==> config.mk <==
export PLATFORM = sky130hd
export DESIGN_NAME = wb_trace_collector
export DESIGN_NICKNAME = d
export VERILOG_FILES = /design/src/rtl/trace_pkg.sv /design/src/rtl/trace_fifo.sv /design/src/rtl/wb_trace_collector.sv
export SDC_FILE = /design/constraint.sdc
export NUM_CORES = 1
export LEC_CHECK = 0
export CORE_MARGIN = 10
export CORE_UTILIZATION = 45
export CTS_BUF_LIST = sky130_fd_sc_hd__clkbuf_4
export DETAILED_ROUTE_END_ITERATION = 16
export PLACE_DENSITY = 0.64
export SETUP_SLACK_MARGIN = 0.4
export SYNTH_ARGS = -nofsm -noshare
export SYNTH_HDL_FRONTEND = slang
export SYNTH_SLANG_ARGS = --single-unit
export TNS_END_PERCENT = 50
==> constraint.sdc <==
create_clock -name clk -period 13.25 [get_ports clk]
set_clock_uncertainty 0.05 [all_clocks]
set_input_delay 2.65 -clock clk [delete_from_list [all_inputs] [get_ports clk]]
set_output_delay 2.65 -clock clk [all_outputs]
set_load 0.02 [all_outputs]
==> src/rtl/trace_pkg.sv <==
// trace_pkg: shared record layout, sizes and state encodings for the writeback trace collector
package trace_pkg;
   localparam int REC_W     = 56;
   localparam int REC_BYTES = 7;

   // Record is sent MSB first: retire_idx, is_final, ovf_gap, wb_e, wb_a, wb_d
   typedef struct packed {
      logic [15:0] retire_idx;
      logic        is_final;
      logic        ovf_gap;
      logic        wb_e;
      logic [4:0]  wb_a;
      logic [31:0] wb_d;
   } trace_rec_s;

   typedef enum logic {CAPTURE, STOPPED} trc_state_e;
   typedef enum logic {SER_IDLE, SER_SEND} ser_state_e;
endpackage

==> src/rtl/trace_fifo.sv <==
// trace_fifo: synchronous record FIFO with registered occupancy count
//  clk, reset        clock, asynchronous active-high reset
//  push_i / wdata_i  write a record (ignored when full)
//  pop_i  / rdata_o  consume the head record (ignored when empty); rdata_o shows the head
//  full_o, empty_o   occupancy flags
//  count_o           records held (0..DEPTH)
module trace_fifo #(
   parameter int DEPTH = 8,
   parameter int W     = 56
) (
   input  logic                     clk,
   input  logic                     reset,
   input  logic                     push_i,
   input  logic                     pop_i,
   input  logic [W-1:0]             wdata_i,
   output logic [W-1:0]             rdata_o,
   output logic                     full_o,
   output logic                     empty_o,
   output logic [$clog2(DEPTH):0]   count_o
);
   localparam int AW = $clog2(DEPTH);

   logic [W-1:0]  mem_q [DEPTH];
   logic [AW-1:0] wr_q, rd_q;
   logic [AW:0]   cnt_q;
   logic          do_push, do_pop;

   assign do_push = push_i && !full_o;
   assign do_pop  = pop_i && !empty_o;
   assign full_o  = cnt_q[AW];
   assign empty_o = cnt_q == '0;
   assign count_o = cnt_q;
   assign rdata_o = mem_q[rd_q];

   // Pointers wrap naturally because DEPTH is a power of two
   always_ff @(posedge clk or posedge reset) begin
      if (reset) begin
         wr_q  <= '0;
         rd_q  <= '0;
         cnt_q <= '0;
      end else begin
         if (do_push) wr_q <= wr_q + 1'b1;
         if (do_pop) rd_q <= rd_q + 1'b1;
         cnt_q <= cnt_q + {{AW{1'b0}}, do_push} - {{AW{1'b0}}, do_pop};
      end
   end

   always_ff @(posedge clk) begin
      if (do_push) mem_q[wr_q] <= wdata_i;
   end
endmodule

==> src/rtl/wb_trace_collector.sv <==
// wb_trace_collector: captures retirement trace into 56-bit records and streams them out byte-serially
//  clk, reset            clock, asynchronous active-high reset
//  trace_en              capture enable (retire counter runs regardless)
//  ins_done, done        retirement / final retirement strobes
//  wb_e, wb_a, wb_d      writeback enable, destination register, data
//  tx_valid/tx_ready     byte link handshake, tx_data the byte (MSB of record first)
//  overflow              sticky record-dropped flag
//  drop_count            saturating dropped-record count
//  drained               stopped after done with FIFO and serializer empty
//  Build option TRACE_FILTER_EN: skip retirements that do not write a non-zero register.
module wb_trace_collector
   import trace_pkg::*;
#(
   parameter int DEPTH = 8,
   parameter int CNT_W = 16
) (
   input  logic             clk,
   input  logic             reset,
   input  logic             trace_en,
   input  logic             ins_done,
   input  logic             done,
   input  logic             wb_e,
   input  logic [4:0]       wb_a,
   input  logic [31:0]      wb_d,
   output logic             tx_valid,
   input  logic             tx_ready,
   output logic [7:0]       tx_data,
   output logic             overflow,
   output logic [CNT_W-1:0] drop_count,
   output logic             drained
);
   trc_state_e         state_q;
   ser_state_e         ser_q;
   logic [CNT_W-1:0]   idx_q, drop_q;
   logic               gap_q, overflow_q, drained_q;
   logic [2:0]         byte_q;
   logic [REC_W-1:0]   sh_q, head;
   logic               f_full, f_empty;
   logic [$clog2(DEPTH):0] f_count;
   logic               want, cap, push, drop, pop, last;
   trace_rec_s         rec;

`ifdef TRACE_FILTER_EN
   assign want = (wb_e && wb_a != 5'd0) || done;
`else
   assign want = 1'b1;
`endif

   assign cap  = state_q == CAPTURE && trace_en && (ins_done || done) && want;
   // Fullness is judged on the registered count, so a same-cycle pop cannot rescue a full FIFO
   assign push = cap && !f_full;
   assign drop = cap && f_full;
   assign last = byte_q == 3'(REC_BYTES - 1);
   // Popping on the last accepted byte keeps records back-to-back with no idle cycle
   assign pop  = !f_empty && (ser_q == SER_IDLE || (tx_ready && last));

   always_comb begin
      rec            = '0;
      rec.retire_idx = idx_q[15:0];
      rec.is_final   = done;
      rec.ovf_gap    = gap_q;
      rec.wb_e       = wb_e;
      rec.wb_a       = wb_a;
      rec.wb_d       = wb_d;
   end

   trace_fifo #(.DEPTH(DEPTH), .W(REC_W)) u_fifo (
      .clk     (clk),
      .reset   (reset),
      .push_i  (push),
      .pop_i   (pop),
      .wdata_i (rec),
      .rdata_o (head),
      .full_o  (f_full),
      .empty_o (f_empty),
      .count_o (f_count)
   );

   always_ff @(posedge clk or posedge reset) begin
      if (reset) begin
         state_q    <= CAPTURE;
         ser_q      <= SER_IDLE;
         idx_q      <= '0;
         drop_q     <= '0;
         gap_q      <= 1'b0;
         overflow_q <= 1'b0;
         drained_q  <= 1'b0;
         byte_q     <= '0;
         sh_q       <= '0;
      end else begin
         if (state_q == CAPTURE) begin
            if (ins_done) idx_q <= idx_q + 1'b1;
            if (done) state_q <= STOPPED;
         end
         if (drop) begin
            overflow_q <= 1'b1;
            gap_q      <= 1'b1;
            if (~&drop_q) drop_q <= drop_q + 1'b1;
         end else if (push) begin
            gap_q <= 1'b0;
         end
         drained_q <= state_q == STOPPED && f_count == '0 && ser_q == SER_IDLE;
         if (pop) begin
            sh_q   <= head;
            byte_q <= '0;
            ser_q  <= SER_SEND;
         end else if (ser_q == SER_SEND && tx_ready) begin
            sh_q   <= sh_q << 8;
            byte_q <= byte_q + 3'd1;
            if (last) ser_q <= SER_IDLE;
         end
      end
   end

   assign tx_valid   = ser_q == SER_SEND;
   assign tx_data    = sh_q[REC_W-1 -: 8];
   assign overflow   = overflow_q;
   assign drop_count = drop_q;
   assign drained    = drained_q;
endmodule
==> out/qor.yml <==
status: "finished clean"
finalCritPeriodShare_pct: 40.45
hp-start: "overflow$_DFFE_PP0P_"
synthAdderAreaFrac_pct: 0.7324
ctsResizeCount: 0
power_density_mw_per_mm2: 176.4
yosys.area.top_type_share_pct: 62.50
synth-simple-area-share_pct: 3.598
numCtsBuffers: 146
die_w_um: 238.7
synth_top_cells_by_count: "448 x edfxtp_1, 112 x mux4_2, 106 x dfrtp_1"
syn_to_final_growth_pct: 15.06
setup-tns-final_ns: 0
clk_path_buf_depth: 3
finalSetupViolCount: 0
critPathCaptureType: "flip-flop"
wl_per_cell_um: 21.53
synth_edf_count: 448
fmax_ghz: 0.1866
synth.mux.area_fraction_pct: 14.58
synthArstFlopShare_pct: 19.13
wl_um: 42890
via_count: 10740
drc: 0
placed_cells: 1735
vdd_drop_max_mv: 0.1254
worstReg2RegStart: "u_fifo.rd_q[1]$_DFFE_PP0P_"
place.gp.congestion: 0.7368
synthDistinctLibCells: 48
worst_slew_pin_slew_ns: 1.167
crit_path_start: "done"
syn_nets: 1148
postCtsHoldBufs: 0
drv_slew: 0
fin_nets: 1324
power_leakage_nw: 8.630
yosys-top-cells-area: "edfxtp_1 62%, dfrtp_1 12%, mux4_2 12%"
r2r_cells: 5
ys_ff_latch: 554
clkSlewWorstSetupHoldPaths_ns: 0.07
max_slew_margin_pct: 22.19
initial_core_util_pct: 45.27
post_cts_buffers: 0
yosysWarnings: 0
worstPathMaxFanout: 29
cts_tree: "yes"
max_cap_violations: 0
antenna_found_initial: 1
synth-xor-area-share_pct: 1.383
hp-class: "reg2reg"
arrival_ns: 5.75
yosysTopAreaCell: "edfxtp_1"
grt_max_degree: 77
synth-main-ff-cell: "edfxtp_1"
grt_usage_pct: 15.40
dp_hpwl_um: 23060
endpoint: "u_fifo.mem_q[3][52]$_DFFE_PP_"
firstDrtPassIters: 5
crit_type: "in2reg"
hold_viol: 0
core_mm2: 0.04755
drtIter0Drc: 748
grt_pass1_wl_um: 67490
overflow: 0
h-tree-depth: 4
die_h_um: 238.7
reg2reg_slack_ns: 9.73
synth_top_family_by_area: "multiplexers"
synth_cells: 1092
root_buffer: "clkbuf_4"
ant_nets: 0
synth_compound_area_share_pct: 3.023
port_buffers: 70
crit_path_start_kind: "primary input"
synth.yosys.seq_area_share_pct: 74.82
worst_ep_required_time_ns: 13.64
instances_no_fill: 1992
io-pin-count: 71
yosysMostFrequentCell: "edfxtp_1"
vias_per_cell: 5.393
min_period_ns: 5.360
reg2reg_to: "sh_q[14]$_DFFE_PP0P_"
rsz0062_at_grt: "no"
fp-row-count: 80
grt_pass1_vias: 11580
post-route-util_pct: 52.09
clock_sinks: 554
avgSynthCellArea_um2: 19.71
clock_latency_ns: 0.82
synth_area_mm2: 0.02153
drive_gt1_share_pct: 28.60
p_total_mw: 4.370
die_area_mm2: 0.05698
-- per-stage QoR --
step	instance area, µm²	hold slack (ns)	setup WS, ns
finish	24770	0.4267	7.890
global route	24760	0.4607	7.629
CTS	24760	0.4294	7.896
detailed placement	22860	0.4115	7.011
global placement	22860	0.4034	7.027
floorplan	21530	0.4063	4.242
-- registers in the layout, summed over array words and instances, names as in the netlist, 3 cells and up --
signal,flops
u_fifo.mem_q,448
sh_q,56
drop_count,16
idx_q,16
u_fifo.count_o,4
byte_q,3
u_fifo.rd_q,3
u_fifo.wr_q,3
-- cell type report --
cell class,count,area (µm²)
well taps,615,769.5
flip-flops and latches,554,16120
multi-input cells,464,5084
clock buffers,223,1674
clock inverters,31,225.2
repair buffers,88,835.8
fillers,3876,22780
inverters,14,55.05
diodes,3,7.507
-- cell families (layout without fill, tap and decap cells) --
kind of cell	after synthesis	after routing
XOR/XNOR	34	34
flip-flops	554	554
AO/OA/AOI/OAI	100	100
multiplexers	173	173
other	0	3
buffers and inverters	74	356
AND/OR/NAND/NOR	145	145
adder cells (fa/ha/maj)	12	12
-- cells in the final DEF (no fill, tap or decap), drive strengths merged, types with 2 or more instances in the layout --
master / instances
nor4: 7
a22oi: 32
clkinvlp: 2
xor2: 10
o211ai: 17
nand2: 50
nand4: 14
o21ai: 44
inv: 19
buf: 18
dfrtp: 106
mux2: 5
clkinv: 21
or2: 4
nand3: 30
diode: 3
and4: 3
bufinv: 3
nor3: 7
and2: 3
clkbuf: 223
o2111ai: 2
mux4: 112
nand2b: 7
nor2: 9
clkdlybuf4s50: 70
xnor2: 24
ha: 11
and3: 6
edfxtp: 448
mux2i: 56
-- metal layers --
layer  GRT usage (%)  share of wire [%]  vias up
li1                -                  -     4849
met1           20.13                 44     5568
met2           24.56                 49      261
met3           4.207                5.3       65
met4           5.107                1.6        0
met5               0                  0        -
-- worst max-delay path, cell delays in order --
cell,delay [ns]
clkdlybuf4s50_1,0.69
or2_2,0.21
nand3_1,0.31
inv_1,0.24
nand2_1,0.24
nor2_4,0.81
buf_4,0.57
-- power breakdown --
| part | internal (mW) | switching, mW |
|---|---|---|
| Combinational | 0.415 | 0.380 |
| Clock | 0.824 | 0.672 |
| Sequential | 1.96 | 0.121 |
| Total | 3.20 | 1.17 |
-- worst min path at each step --
stage	end	slack [ns]	depth (start not counted)
after CTS	overflow$_DFFE_PP0P_	0.43	1
after detailed placement	overflow$_DFFE_PP0P_	0.41	1
after floorplan	sh_q[0]$_DFFE_PP0P_	0.41	2
final	overflow$_DFFE_PP0P_	0.43	1
after global routing	overflow$_DFFE_PP0P_	0.46	1
after global placement	overflow$_DFFE_PP0P_	0.40	1
Power figures use the tool's default switching activity.
